### src/rtl/inst_fetch_if.sv
// Fetch-stage bus: global control, instruction-queue push side and refill side.
// The master is the fetch stage; the slave is the queue/memory/commit environment.
interface inst_fetch_if;
    logic        rdy_in;
    logic        clear;
    logic [31:0] new_pc;
    logic        iq_wr_en;
    logic        inst_status;
    logic [31:0] inst_out;
    logic [31:0] pc_out;
    logic        mem_req;
    logic [31:0] mem_addr;
    logic        mem_done;
    logic [31:0] mem_data;

    modport master (
        input  rdy_in, clear, new_pc, iq_wr_en, mem_done, mem_data,
        output inst_status, inst_out, pc_out, mem_req, mem_addr
    );

    modport slave (
        output rdy_in, clear, new_pc, iq_wr_en, mem_done, mem_data,
        input  inst_status, inst_out, pc_out, mem_req, mem_addr
    );
endinterface

### src/rtl/inst_fetch.sv
// Instruction fetch with a direct-mapped one-word-per-line I-cache; one registered push per hit cycle.
// Push 1 cycle after a hit lookup; iq_wr_en low or rdy_in low holds the pc, a miss holds mem_req until mem_done.
module inst_fetch #(
    parameter int          IDX_W    = 6,
    parameter logic [31:0] RESET_PC = 32'h0
) (
    input  logic         clk_in,
    input  logic         rst_in,
    inst_fetch_if.master bus
);
    localparam int LINES = 1 << IDX_W;
    localparam int TAG_W = 30 - IDX_W;

    typedef enum logic [1:0] {FETCH, MISS, FLUSH} state_t;

    state_t            state_q;
    logic [31:0]       pc_q;
    logic [31:0]       inst_q;
    logic [31:0]       pc_out_q;
    logic [31:0]       mem_addr_q;
    logic              inst_status_q;
    logic              mem_req_q;
    logic [LINES-1:0]  valid_q;
    logic [TAG_W-1:0]  tag_q  [LINES];
    logic [31:0]       line_q [LINES];

    logic [IDX_W-1:0]  idx;
    logic [IDX_W-1:0]  fill_idx;
    logic              hit;
    logic              fill_en;
    logic [31:0]       target;

    assign idx      = pc_q[IDX_W+1:2];
    assign fill_idx = mem_addr_q[IDX_W+1:2];
    assign hit      = valid_q[idx] && (tag_q[idx] == pc_q[31:IDX_W+2]);
    // A refill completes in MISS or FLUSH alike; the data always belongs to mem_addr.
    assign fill_en  = (state_q != FETCH) && bus.rdy_in && bus.mem_done;
    assign target   = bus.new_pc & 32'hFFFF_FFFC;

    always_ff @(posedge clk_in) begin
        if (fill_en) begin
            tag_q[fill_idx]  <= mem_addr_q[31:IDX_W+2];
            line_q[fill_idx] <= bus.mem_data;
        end
    end

    always_ff @(posedge clk_in or posedge rst_in) begin
        if (rst_in) begin
            state_q       <= FETCH;
            pc_q          <= RESET_PC;
            valid_q       <= '0;
            inst_status_q <= 1'b0;
            inst_q        <= 32'h0;
            pc_out_q      <= 32'h0;
            mem_req_q     <= 1'b0;
            mem_addr_q    <= 32'h0;
        end else begin
            inst_status_q <= 1'b0;
            if (fill_en) begin
                valid_q[fill_idx] <= 1'b1;
            end
            if (bus.clear) begin
                pc_q <= target;
                if (state_q != FETCH) begin
                    if (fill_en) begin
                        mem_req_q <= 1'b0;
                        state_q   <= FETCH;
                    end else begin
                        state_q   <= FLUSH;
                    end
                end
            end else if (bus.rdy_in) begin
                case (state_q)
                    FETCH: begin
                        if (hit) begin
                            if (bus.iq_wr_en) begin
                                inst_status_q <= 1'b1;
                                inst_q        <= line_q[idx];
                                pc_out_q      <= pc_q;
                                pc_q          <= pc_q + 32'd4;
                            end
                        end else begin
                            mem_req_q  <= 1'b1;
                            mem_addr_q <= pc_q;
                            state_q    <= MISS;
                        end
                    end
                    MISS, FLUSH: begin
                        if (fill_en) begin
                            mem_req_q <= 1'b0;
                            state_q   <= FETCH;
                        end
                    end
                    default: state_q <= FETCH;
                endcase
            end
        end
    end

    assign bus.inst_status = inst_status_q;
    assign bus.inst_out    = inst_q;
    assign bus.pc_out      = pc_out_q;
    assign bus.mem_req     = mem_req_q;
    assign bus.mem_addr    = mem_addr_q;
endmodule
### src/flat_wrapper.sv
// flat-port wrapper written by rule: the top's interface ports become plain ports
module inst_fetch_flat 
#(
    parameter int          IDX_W    = 6,
    parameter logic [31:0] RESET_PC = 32'h0
)
  (clk_in, rst_in, bus_rdy_in, bus_clear, bus_new_pc, bus_iq_wr_en, bus_mem_done, bus_mem_data, bus_inst_status, bus_inst_out, bus_pc_out, bus_mem_req, bus_mem_addr);
  inst_fetch_if bus_i ();
  input  logic clk_in;
  input  logic rst_in;
  input wire logic [$bits(bus_i.rdy_in)-1:0] bus_rdy_in;
  input wire logic [$bits(bus_i.clear)-1:0] bus_clear;
  input wire logic [$bits(bus_i.new_pc)-1:0] bus_new_pc;
  input wire logic [$bits(bus_i.iq_wr_en)-1:0] bus_iq_wr_en;
  input wire logic [$bits(bus_i.mem_done)-1:0] bus_mem_done;
  input wire logic [$bits(bus_i.mem_data)-1:0] bus_mem_data;
  output wire logic [$bits(bus_i.inst_status)-1:0] bus_inst_status;
  output wire logic [$bits(bus_i.inst_out)-1:0] bus_inst_out;
  output wire logic [$bits(bus_i.pc_out)-1:0] bus_pc_out;
  output wire logic [$bits(bus_i.mem_req)-1:0] bus_mem_req;
  output wire logic [$bits(bus_i.mem_addr)-1:0] bus_mem_addr;
  assign bus_i.rdy_in = bus_rdy_in;
  assign bus_i.clear = bus_clear;
  assign bus_i.new_pc = bus_new_pc;
  assign bus_i.iq_wr_en = bus_iq_wr_en;
  assign bus_i.mem_done = bus_mem_done;
  assign bus_i.mem_data = bus_mem_data;
  assign bus_inst_status = bus_i.inst_status;
  assign bus_inst_out = bus_i.inst_out;
  assign bus_pc_out = bus_i.pc_out;
  assign bus_mem_req = bus_i.mem_req;
  assign bus_mem_addr = bus_i.mem_addr;
  inst_fetch #(.IDX_W(IDX_W), .RESET_PC(RESET_PC)) u_core (.clk_in(clk_in), .rst_in(rst_in), .bus(bus_i));
endmodule
### config.mk
export PLATFORM = sky130hd
export DESIGN_NAME = inst_fetch_flat
export DESIGN_NICKNAME = d
export VERILOG_FILES = /design/src/rtl/inst_fetch_if.sv /design/src/rtl/inst_fetch.sv /design/src/flat_wrapper.sv
export SDC_FILE = /design/constraint.sdc
export NUM_CORES = 2
export LEC_CHECK = 0
export CAP_MARGIN = 20
export CORE_MARGIN = 1
export CORE_UTILIZATION = 40
export DETAILED_ROUTE_END_ITERATION = 8
export GPL_ROUTABILITY_DRIVEN = 0
export PLACE_DENSITY = 0.53
export SLEW_MARGIN = 20
export SYNTH_ARGS = -nofsm -noshare
export SYNTH_HDL_FRONTEND = slang
export SYNTH_SLANG_ARGS = --single-unit
### constraint.sdc
create_clock -name clk_in -period 10.9 [get_ports clk_in]
set_input_delay 2.18 -clock clk_in [delete_from_list [all_inputs] [get_ports clk_in]]
set_output_delay 2.18 -clock clk_in [all_outputs]
set_load 0.02 [all_outputs]
* Word-level counts from Yosys, hierarchy flattened *
Memories as Yosys holds them, arrays and structs flattened. A register that Yosys moved wholly into a read port is not among the register bits.
Cells that the tools add are included.

storage, ports and cells
  register bits after elaboration = 164
  RAM bits = 3584
  input port bits = 70
  output and inout bits = 98
  logic and storage cells = 68
  memories kept = 2

memories
  memory         words  width  rd ports  clocked after Yosys merged registers in  write ports  RTL line          text
  u_core.line_q  64     32     1         1                                        1            inst_fetch.sv:25  logic [31:0] line_q [LINES];
  u_core.tag_q   64     24     1         0                                        1            inst_fetch.sv:24  logic [TAG_W-1:0] tag_q [LINES];

operators by class
  $add $sub $neg = 1
  $lt $le $gt $ge = 3
  equal/unequal tests = 6
  muxes and demuxes = 29
  bitwise operators = 3
  reductions and logical operators = 17

operators with widths
  cell                                                                                 number
  32-bit two-way mux                                                                   5
  64-bit OR                                                                            1
  32-bit by 3-bit adder with 32-bit output, second input constant                      1
  24-bit == test                                                                       1
  4-bit AND reduction                                                                  4
  6-bit by 7-bit less-than comparator with 1-bit output, second input constant         2
  1-bit two-way mux                                                                    14
  2-bit two-way mux                                                                    6
  2-bit nonzero test                                                                   5
  1-bit binary-select mux with 6-bit select                                            1
  1-bit demux with 6-bit select                                                        1
  6-bit by 1-bit greater-or-equal comparator with 1-bit output, second input constant  1
  5-bit AND reduction                                                                  1
  1-bit logical AND                                                                    4
  2-bit one-hot mux with 2 select lines                                                1
  3-bit by 2-bit inequality test with 1-bit output, second input constant              1
  3-bit inequality test, second input constant                                         1
  3-bit nonzero test                                                                   1
  2-bit by 1-bit == test with 1-bit output, second input constant                      1
  2-bit == test, second input constant                                                 1
  2-bit logical NOT                                                                    1
  2-bit by 1-bit inequality test with 1-bit output, second input constant              1
  1-bit inverter                                                                       2
  1-bit one-hot mux with 2 select lines                                                1
  2-bit OR reduction                                                                   1

* Depth between registers and ports, before layout *
  word-level depth = 7
  depth in mapped cells = 23

* Worst setup path after synthesis *
OpenSTA, ideal clock, no wires.

  path type = input-to-reg
  from = in bus_mem_done
  to = mem u_core.line_q[31][0] (enable)
  arrival time = 5163 ps
  data required time = 10429 ps
  setup slack = 5266 ps
  stages on the path = 4
  path buffers = 0
  cell sequence = nand3b_1 > nor2_1 > nand3_1 > nor2_1

on the way
  cells in the longest elaborated chain, start to end = 3

ends and longest elaborated chain
  element                                  RTL line            text
  from (decl)                              flat_wrapper.sv:15  input wire logic [$bits(bus_i.mem_done)-1:0] bus_mem_done;
  1-bit logical AND                        inst_fetch.sv:37    assign fill_en = (state_q != FETCH) && bus.rdy_in && bus.mem_done;
  1-bit two-way mux                        inst_fetch.sv:41    if (fill_en) begin
  1-bit two-way mux (not written as such)  inst_fetch.sv:43    line_q[fill_idx] <= bus.mem_data;
  to (decl)                                inst_fetch.sv:25

No other way between the ends.

* Final worst setup path *
  from = reg u_core.pc_q[3]
  to = reg u_core.pc_q[16]

on the way
  cells in the longest elaborated chain, start to end = 6
  elaborated cells between the ends (all ways) = 13

ends and longest elaborated chain
  element                                   RTL line          text
  from (decl)                               inst_fetch.sv:17  logic [31:0] pc_q;
  from (signal assigned)                    inst_fetch.sv:63  pc_q <= target;
  from (signal assigned)                    inst_fetch.sv:80  pc_q <= pc_q + 32'd4;
  32-bit by 3-bit adder with 32-bit output  inst_fetch.sv:80
  32-bit two-way mux                        inst_fetch.sv:76  if (bus.iq_wr_en) begin
  32-bit two-way mux                        inst_fetch.sv:75  if (hit) begin
  32-bit two-way mux                        inst_fetch.sv:73  case (state_q)
  32-bit two-way mux                        inst_fetch.sv:72  end else if (bus.rdy_in) begin
  32-bit two-way mux                        inst_fetch.sv:62  if (bus.clear) begin

Several ways; a longest one is shown, not always the timed one. The select of a mux whose other input is x is not followed.
A chain may end at the register's enable or synchronous reset.

==> results_dict.tcl <==
set metrics [dict create \
    cts_buffers 394 \
    p_leak_nw 53.0 \
    synth_seq_cells 3774 \
    yosysSeqAreaShare_pct 77.1 \
    synth_area_sq_um 146000 \
    drcViolationCount 0 \
    drive_above_1_share_pct 29.1 \
    synthArstFlopShare_pct 5.03 \
    arrival_ps 8030 \
    grt_pass1_wl_mm 607 \
    dp.cells 11300 \
    yosysTopAreaCell "edfxtp_1" \
    grt_overflow_total 0 \
    die_area_sq_um 367000 \
    clockBufferDepth 4 \
    power_density_nw_per_um2 208 \
    drt_iter0_drc 9263 \
    preCtsSetupSlack_ps 3880 \
    layout.nets 6972 \
    synth_most_common_cell "edfxtp_1" \
    fin_util_pct 46.1 \
    period_minus_slack_ps 7170 \
    num_rows 221 \
    synth_top_cell_area_share_pct 73.9 \
    synth_cells 6446 \
    grt_max_degree 150 \
    vias 72300 \
    synth_area_leaders "edfxtp_1 (74%), mux4_2 (15%), dfrtp_1 (3.3%)" \
    coreArea_sq_um 363000 \
    pwr-share-seq_pct 50.4 \
    critPathCapture "u_core.pc_q[16]" \
    drv_slew 0 \
    hold_violations 0 \
    initial_core_util_pct 40.2 \
    status "finished clean" \
    whs_ps 461 \
    die_h_microns 606 \
    reg2regPathDepth 14 \
    instances_no_fill 12000 \
    htreeDepth 5 \
    worstSetupPathType "register to register" \
    grt_antenna_before_repair 30 \
    firstDrtPassIters 7 \
    synth_commonest_cells "edfxtp_1 (3584), mux4_2 (970), mux2i_1 (231), dfrtp_1 (190), nor2_1 (154)" \
    grt_use_total_pct 24.1 \
    startpoint "u_core.pc_q[3]" \
    worstReg2RegStart "u_core.pc_q[3]" \
    port_buffers 161 \
    fin_crit_sh_pct 65.8 \
    routedWlPerCell_microns 36.9 \
    switching_share_pct 24.8 \
    fmax_ghz 0.139 \
    root_buffer "clkbuf_16" \
    wl_mm 444 \
    ant_nets 0 \
    via_per_inst 6.01 \
    ctsHoldBuffers 0 \
    synthFlopType "edfxtp_1" \
    worstPathMaxFanout 102 \
    area_growth_pct 14.6 \
    min_path_cells 1 \
    post_cts_resized 0 \
    worst_pin_slew_ps 1230 \
    die_w_microns 606 \
    grt_pass1_vias 72600 \
    ir_drop_mv 0.156 \
    worst_slack_ps 3730 \
    cts_tree "built" \
    synth_compound_area_share_pct 1.67 \
    grt_setup_unrepaired "no" \
    clk_pin_slew_ps 60 \
    hp-class "register to register" \
    rr_endpoint "u_core.pc_q[16]" \
    cap_violations 0 \
    clkLatencyLatePin_ps 980 \
    tns_ps 0 \
    end_kind "register" \
    ff2ff_setup_slack_ps 3730 \
    synth_cell_types 92 \
    power.clock.fraction_pct 38.7 \
    switchingPower_mw 8.59 \
    synth_fa_ha_area_share_pct 0.0172 \
    p_int_mw 26.1 \
    postCtsSetupRepairBufs 0 \
    worstPathRequired_ps 11760 \
    dp_hpwl_mm 238 \
    syn_area_per_cell_sq_um 22.6 \
    ios 168 \
    synth-xor-area-share_pct 0.150 \
    synthMuxAreaShare_pct 17.5 \
    hp-start "u_core.valid_q[47]" \
    synth_top_family_by_area "multiplexers" \
    synth-edff-count 3584 \
    maxSlewHeadroom_pct 18.0 \
    comb_power_share_pct 10.9 \
    ys_warn_count 0 \
    synth_simple_gate_area_share_pct 2.11 \
    setup_viol 0 \
    fin_worst_skew_ps 74.1 \
    start_kind "register" \
    cts_sinks 3774 \
]
[power groups by stage]
stage          Clock (mW)  Sequential (mW)  Combinational (mW)
4_1_cts              13.6             17.5                3.77
2_1_floorplan           0             18.0                1.72
5_1_grt              14.1             17.5                3.98
6_report             13.4             17.5                3.78
3_5_place_dp            0             17.8                3.77
3_3_place_gp            0             17.8                3.68
[how the worst min path moves through the flow]
stage	end
2_1_floorplan	u_core.valid_q[10]
3_3_place_gp	u_core.valid_q[54]
3_5_place_dp	u_core.valid_q[41]
4_1_cts	u_core.valid_q[47]
5_1_grt	u_core.valid_q[41]
6_report	u_core.valid_q[47]
[per-layer routing]
layer  wire length [microns]  GRT usage, %  up-vias
li1                        -             -    28200
met1                  186000          34.6    40200
met2                  213000          38.7     3182
met3                   31600          3.12      645
met4                   13400          6.88        6
met5                      33             0        -
[flip-flops by register name, indices dropped and copies added, names as in the netlist]
| signal | flops |
|---|---|
| u_core.bus.inst_out | 32 |
| u_core.bus.inst_status | 1 |
| u_core.bus.mem_addr | 30 |
| u_core.bus.mem_req | 1 |
| u_core.bus.pc_out | 30 |
| u_core.line_q | 2048 |
| u_core.pc_q | 30 |
| u_core.state_q | 2 |
| u_core.tag_q | 1536 |
| u_core.valid_q | 64 |
[cells in the final DEF (no fill, tap or decap), types with 23 or more instances in the layout]
cell             synthesis  final
a21oi_1                 32     32
a22oi_1                 71     71
a31oi_1                 36     36
buf_12                   4     27
buf_2                   80     26
buf_4                   33    218
bufinv_16                0     34
clkbuf_1               144    103
clkbuf_16                0    401
clkdlybuf4s50_1          0    130
clkinv_1                 0     75
clkinv_2                 0     64
dfrtp_1                190    160
edfxtp_1              3584   3584
inv_1                   27     23
mux2_2                 118    118
mux2i_1                231    231
mux4_2                 970    970
nand2_1                145    145
nand3_1                 63     63
nor2_1                 154     89
nor2_4                   0     64
nor3_1                  27     26
o21ai_0                 33     33
or2_2                   65     65
[worst max-delay path, stage by stage, from the launching register on]
cell and delay [ps]:
dfrtp_4 910, buf_12 540, buf_4 650, nor2b_4 410, buf_4 430, a22oi_1 160, and3_1 230, or4_1 610
o211ai_2 230, or4b_1 440, or4_1 760, or3_1 490, or2_1 300, or4_1 440, a31oi_1 180
[logic make-up after synthesis]
logic type,Yosys count
buffers and inverters,378
other,1
multiplexers,1326
adder cells (fa/ha/maj),2
AO/OA/AOI/OAI,335
flip-flops,3774
AND/OR/NAND/NOR,605
XOR/XNOR,25
[area by class of cell]
class / instances / area [sq um]
antenna: 9 / 22.5
clock buffer: 526 / 10700
clock inverter: 208 / 2130
fill: 30000 / 196000
inverter: 29 / 133
multi-input combinational: 2297 / 31800
sequential: 3774 / 112000
tap: 4794 / 6000
timing repair buffer: 404 / 3670
[stage by stage]
stage,total power [mW],area (sq um)
after floorplan,19.7,146000
after global placement,21.4,154000
after detailed placement,21.6,154000
after CTS,34.9,167000
after global routing,35.6,167000
final,34.7,167000
No activity file was read; power rests on OpenSTA's default activity.
